<file path="src/rtl/uart_cmd_responder.sv">
// Byte-command responder: 'W' addr data / 'R' addr frames from an RX FIFO into a 16x8 register file.
// Define CMD_CHECKSUM_EN to add an XOR checksum byte to command frames and read responses.
//   state     | meaning
//   IDLE      | wait for opcode byte
//   GET_ADDR  | wait for address byte
//   GET_DATA  | wait for write data byte
//   GET_CHK   | wait for frame checksum byte (CMD_CHECKSUM_EN only)
//   EXEC      | validate frame, write or read register file
//   SEND_ACK  | push 0x06
//   SEND_DATA | push latched read byte
//   SEND_CHK  | push 0x06 ^ read byte (CMD_CHECKSUM_EN only)
//   SEND_NAK  | push 0x15, bump err_count
module uart_cmd_responder #(
  parameter int unsigned TIMEOUT_CYCLES = 500000
) (
  input  logic       clk,
  input  logic       reset,
  input  logic [7:0] rx_data,
  input  logic       rx_empty,
  output logic       rx_read,
  output logic [7:0] tx_data,
  output logic       tx_write,
  input  logic       tx_full,
  output logic [7:0] ctrl_reg,
  output logic       busy,
  output logic [7:0] err_count
);
  localparam logic [7:0]  OP_WR    = 8'h57;
  localparam logic [7:0]  OP_RD    = 8'h52;
  localparam logic [7:0]  ACK      = 8'h06;
  localparam logic [7:0]  NAK      = 8'h15;
  localparam logic [23:0] TMO_LAST = 24'(TIMEOUT_CYCLES - 1);

  typedef enum logic [3:0] {
    IDLE, GET_ADDR, GET_DATA, EXEC, SEND_ACK, SEND_DATA, SEND_NAK
`ifdef CMD_CHECKSUM_EN
    , GET_CHK, SEND_CHK
`endif
  } state_t;

  state_t      state;
  state_t      pay_done;
  logic [7:0]  regs [16];
  logic        is_wr;
  logic [7:0]  addr;
  logic [7:0]  wdata;
  logic [7:0]  rdata;
  logic [7:0]  err_cnt;
  logic [23:0] timer;
  logic        in_rx;
  logic        in_tx;
  logic        rx_ok;
  logic        tx_ok;
  logic        tmo;
  logic [7:0]  tx_byte;
`ifdef CMD_CHECKSUM_EN
  logic [7:0]  chk;
  logic        chk_ok;
`endif

  always_comb begin
    in_rx    = (state == IDLE) || (state == GET_ADDR) || (state == GET_DATA);
    in_tx    = (state == SEND_ACK) || (state == SEND_DATA) || (state == SEND_NAK);
    pay_done = EXEC;
`ifdef CMD_CHECKSUM_EN
    in_rx    = in_rx || (state == GET_CHK);
    in_tx    = in_tx || (state == SEND_CHK);
    pay_done = GET_CHK;
`endif
    case (state)
      SEND_ACK:  tx_byte = ACK;
      SEND_DATA: tx_byte = rdata;
      SEND_NAK:  tx_byte = NAK;
`ifdef CMD_CHECKSUM_EN
      SEND_CHK:  tx_byte = ACK ^ rdata;
`endif
      default:   tx_byte = 8'h00;
    endcase
  end

  // Pop/push strobes are decoded from the current state so a FIFO flag change is honoured the same cycle.
  assign rx_ok     = reset && in_rx && !rx_empty;
  assign tx_ok     = in_tx && !tx_full;
  assign tmo       = (timer == TMO_LAST);
  assign rx_read   = rx_ok;
  assign tx_write  = tx_ok;
  assign tx_data   = tx_byte;
  assign busy      = (state != IDLE);
  assign ctrl_reg  = regs[0];
  assign err_count = err_cnt;

  always_ff @(posedge clk or negedge reset) begin
    if (!reset) begin
      state   <= IDLE;
      is_wr   <= 1'b0;
      addr    <= '0;
      wdata   <= '0;
      rdata   <= '0;
      err_cnt <= '0;
      timer   <= '0;
      for (int i = 0; i < 16; i++) regs[i] <= '0;
`ifdef CMD_CHECKSUM_EN
      chk     <= '0;
      chk_ok  <= 1'b0;
`endif
    end else begin
      case (state)
        IDLE: begin
          timer <= '0;
          if (rx_ok) begin
`ifdef CMD_CHECKSUM_EN
            chk <= rx_data;
`endif
            is_wr <= (rx_data == OP_WR);
            state <= ((rx_data == OP_WR) || (rx_data == OP_RD)) ? GET_ADDR : SEND_NAK;
          end
        end
        GET_ADDR: begin
          if (rx_ok) begin
`ifdef CMD_CHECKSUM_EN
            chk <= chk ^ rx_data;
`endif
            addr  <= rx_data;
            timer <= '0;
            state <= is_wr ? GET_DATA : pay_done;
          end else if (tmo) begin
            timer <= '0;
            state <= IDLE;
          end else begin
            timer <= timer + 24'd1;
          end
        end
        GET_DATA: begin
          if (rx_ok) begin
`ifdef CMD_CHECKSUM_EN
            chk <= chk ^ rx_data;
`endif
            wdata <= rx_data;
            timer <= '0;
            state <= pay_done;
          end else if (tmo) begin
            timer <= '0;
            state <= IDLE;
          end else begin
            timer <= timer + 24'd1;
          end
        end
`ifdef CMD_CHECKSUM_EN
        GET_CHK: begin
          if (rx_ok) begin
            chk_ok <= (chk == rx_data);
            timer  <= '0;
            state  <= EXEC;
          end else if (tmo) begin
            timer <= '0;
            state <= IDLE;
          end else begin
            timer <= timer + 24'd1;
          end
        end
`endif
        EXEC: begin
`ifdef CMD_CHECKSUM_EN
          if ((addr[7:4] != 4'h0) || !chk_ok) begin
`else
          if (addr[7:4] != 4'h0) begin
`endif
            state <= SEND_NAK;
          end else begin
            if (is_wr) regs[addr[3:0]] <= wdata;
            else       rdata           <= regs[addr[3:0]];
            state <= SEND_ACK;
          end
        end
        SEND_ACK:  if (tx_ok) state <= is_wr ? IDLE : SEND_DATA;
`ifdef CMD_CHECKSUM_EN
        SEND_DATA: if (tx_ok) state <= SEND_CHK;
        SEND_CHK:  if (tx_ok) state <= IDLE;
`else
        SEND_DATA: if (tx_ok) state <= IDLE;
`endif
        SEND_NAK: begin
          if (tx_ok) begin
            if (err_cnt != 8'hFF) err_cnt <= err_cnt + 8'd1;
            state <= IDLE;
          end
        end
        default: state <= IDLE;
      endcase
    end
  end
endmodule

</file>
<file path="config.mk">
export PLATFORM = sky130hd
export DESIGN_NAME = uart_cmd_responder
export DESIGN_NICKNAME = d
export VERILOG_FILES = /design/src/rtl/uart_cmd_responder.sv
export SDC_FILE = /design/constraint.sdc
export NUM_CORES = 1
export LEC_CHECK = 0
export ABC_AREA = 0
export ABC_CLOCK_PERIOD_IN_PS = 3200
export CORE_UTILIZATION = 45
export DETAILED_ROUTE_END_ITERATION = 12
export SYNTH_ARGS = -nofsm -noshare
export SYNTH_HDL_FRONTEND = slang
export SYNTH_SLANG_ARGS = --single-unit
</file>
<file path="constraint.sdc">
create_clock -name clk -period 3.2 [get_ports clk]
set_input_delay 0.64 -clock clk [delete_from_list [all_inputs] [get_ports clk]]
set_output_delay 0.64 -clock clk [all_outputs]
set_load 0.03 [all_outputs]
</file>
==> impl_metrics.ini <==
[synthesis]
avgSynthCellArea_sq_um = 13.3
synthesis.nets = 695
synth_edf_count = 0
ys_types = 54
ys_seq_area_share_pct = 52.3
synth_top_flop_cell = dfrtp_1
synth_top_cell_area_share_pct = 52.3
synth_largest_area_cell = dfrtp_1
synth_area_leaders = dfrtp_1 52%, mux2_2 18%, mux4_2 8.0%
yosysWarnings = 0
synth_cells = 681
ys_ff_latch = 189
synth-async-reset-ratio_pct = 100
syn-cell-area_sq_um = 9040

[cells_and_area]
largest_register_ffs = 120
area.growth.synth_to_final_pct = 13.3
nets = 714
drive_above_1_share_pct = 33.7
top_regs = regs (120), timer (24)
antenna_cells = 0
utilization_pct = 52.3
top_register = regs

[global_routing]
grt_pass1_wl_mm = 32.2
grt_pass1_vias = 5768
antenna_found_initial = 0
grt_use_total_pct = 21.0
grt_max_degree = 166
grt_overflow_total = 0

[placed_design]
post-dp-hpwl_mm = 13.2
dp_slack_ns = 0.322
portBuffers = 38
gp_congestion = 0.833

[power]
total_power_mw = 6.11
power_leakage_nw = 4.62
p_per_area_nw_per_um2 = 596
ir_worst_vdd_mv = 0.253

[critical_path]
start_kind = flop
r2r_cells = 5
crit_path_end_kind = primary output
required_ns = 2.56
arrival_ns = 2.37
cp_max_fo = 14
worstSetupPathType = flop to primary output

[cts]
htreeDepth = 4
clock_sinks = 189
cts_buffer_depth = 2
post_cts_resized = 0
post_cts_buffers = 0
clkTransAtPathRegs_ns = 0.07
cts_inserted_buffers = 17
root_buffer = clkbuf_16
insertion_delay_ns = 0.44
cts_tree = built
cts_hold_buf = 0

[detailed_routing]
drt_wl_total_mm = 20.0
drt_drc_violations_left = 0
vias_per_cell = 5.85
route.vias.total = 5725
drt_pass1_iterations = 7
wl_per_cell_um = 20.4
postRouteAntennaNets = 0
drt_iter0_drc = 284

[floorplan]
rows = 51
die_h_um = 144
start_util_pct = 46.2
die_w_um = 144
io_pins = 39
dieArea_sq_um = 20700
coreArea_sq_um = 19600

[sta]
fmax_mhz = 333
fin_tns_setup_ns = 0
relSlewSlack_pct = 31.5
hold_viol_final = 0
setup_viol = 0
period_needed_ns = 3.01
layout_setup_ws_ns = 0.193
rsz0062_at_grt = false
finalClockSkew_ns = 0.0123
worst_pin_slew_ns = 1.02
drv_slew = 0
min_period_over_period_pct = 94.0

[hold_path]
min_path_type = input pin to asynchronous set/reset pin

[status]
outcome = complete, no violations

[flow_run]
cap_viol_max_count = 0
-- final timing paths --
| path | from | to | slack (ns) |
|---|---|---|---|
| setup reg to reg | state[1] | ctrl_reg[6] | 0.53 |
| hold / removal | reset | timer[7] | 0.09 |
| setup / recovery | state[0] | tx_data[4] | 0.19 |
| min in group clk | regs[73] | regs[73] | 0.50 |
| max in group asynchronous | reset | addr[0] | 1.85 |
| hold reg to reg | regs[73] | regs[73] | 0.50 |
-- Yosys cell counts (all sizes together), types with 2 or more instances --
master	instances
nor2	19
and2	7
clkbuf	32
a21o	8
o311ai	3
nand3b	6
a31oi	23
buf	17
and4	2
or3	3
o22ai	9
nand2b	10
nor3	8
nand4	18
nor3b	2
and3	9
ha	2
o211ai	3
nand2	21
a41oi	4
nor4	7
or4	3
a21oi	8
mux2	145
nand3	23
or2	4
xnor2	3
mux4	32
o21ai	11
nor2b	6
xor2	6
dfrtp	189
mux2i	18
inv	7
-- final cells by class --
| type | instances | area, sq um |
|---|---|---|
| fill | 1695 | 9340 |
| inverter | 7 | 26.3 |
| clock inverter | 14 | 173 |
| sequential | 189 | 4730 |
| timing repair buffer | 49 | 479 |
| tap | 265 | 332 |
| clock buffer | 18 | 439 |
| multi-input combinational | 436 | 4070 |
-- worst max-delay path, stage by stage, from the launching register on --
cell	delay (ns)
dfrtp_1	0.58
nor2b_1	0.43
a21oi_1	0.14
nor2_1	0.10
clkdlybuf4s50_1	0.68
-- metrics by stage --
step / hold slack (ns) / area (sq um) / std cells
after floorplan: 0.344 / 9040 / 681
after global placement: 0.477 / 9640 / 946
after detailed placement: 0.488 / 9640 / 946
after CTS: 0.0814 / 10200 / 978
after global routing: 0.0877 / 10200 / 978
final: 0.0876 / 10200 / 978
-- kinds of logic (layout without fill, tap and decap cells) --
logic type,Yosys count,count (layout),synth area share (%)
adders and majority gates,2,2,0.277
xor gates and xnor gates,9,9,0.872
AOI/OAI and AO/OA,77,77,5.65
DFF,189,189,52.3
other,1,1,0.0415
buffers and inverters,56,88,2.75
muxes,195,195,28.0
and+or+nand+nor,152,152,10.1
-- cell usage in the layout (no fill, tap or decap), drive strengths merged, types with 4 or more instances in the layout --
master and count:
dfrtp 189, mux2 145, clkdlybuf4s50 37, mux4 32, nand3 23, a31oi 23
nand2 21, clkbuf 19, nor2 19, nand4 18, mux2i 18, inv 15
o21ai 11, buf 11, nand2b 10, and3 9, o22ai 9, a21o 8
a21oi 8, nor3 8, and2 7, nor4 7, nor2b 6, nand3b 6
xor2 6, or2 4, a41oi 4, clkinv 4
-- metal layers --
metal	up-vias	global-route usage (%)	wire, um
li1	2601	-	-
met1	3011	28.7	9290
met5	-	0	0
met2	97	34.7	9920
met4	0	6.49	222
met3	16	3.10	544
-- report_power, final --
part | internal (mW) | total, mW | switching (mW)
clock network | 1.21 | 2.19 | 0.987
registers | 2.49 | 2.88 | 0.389
logic | 0.440 | 1.03 | 0.591
Note: power is estimated with default switching activity, not from simulation.
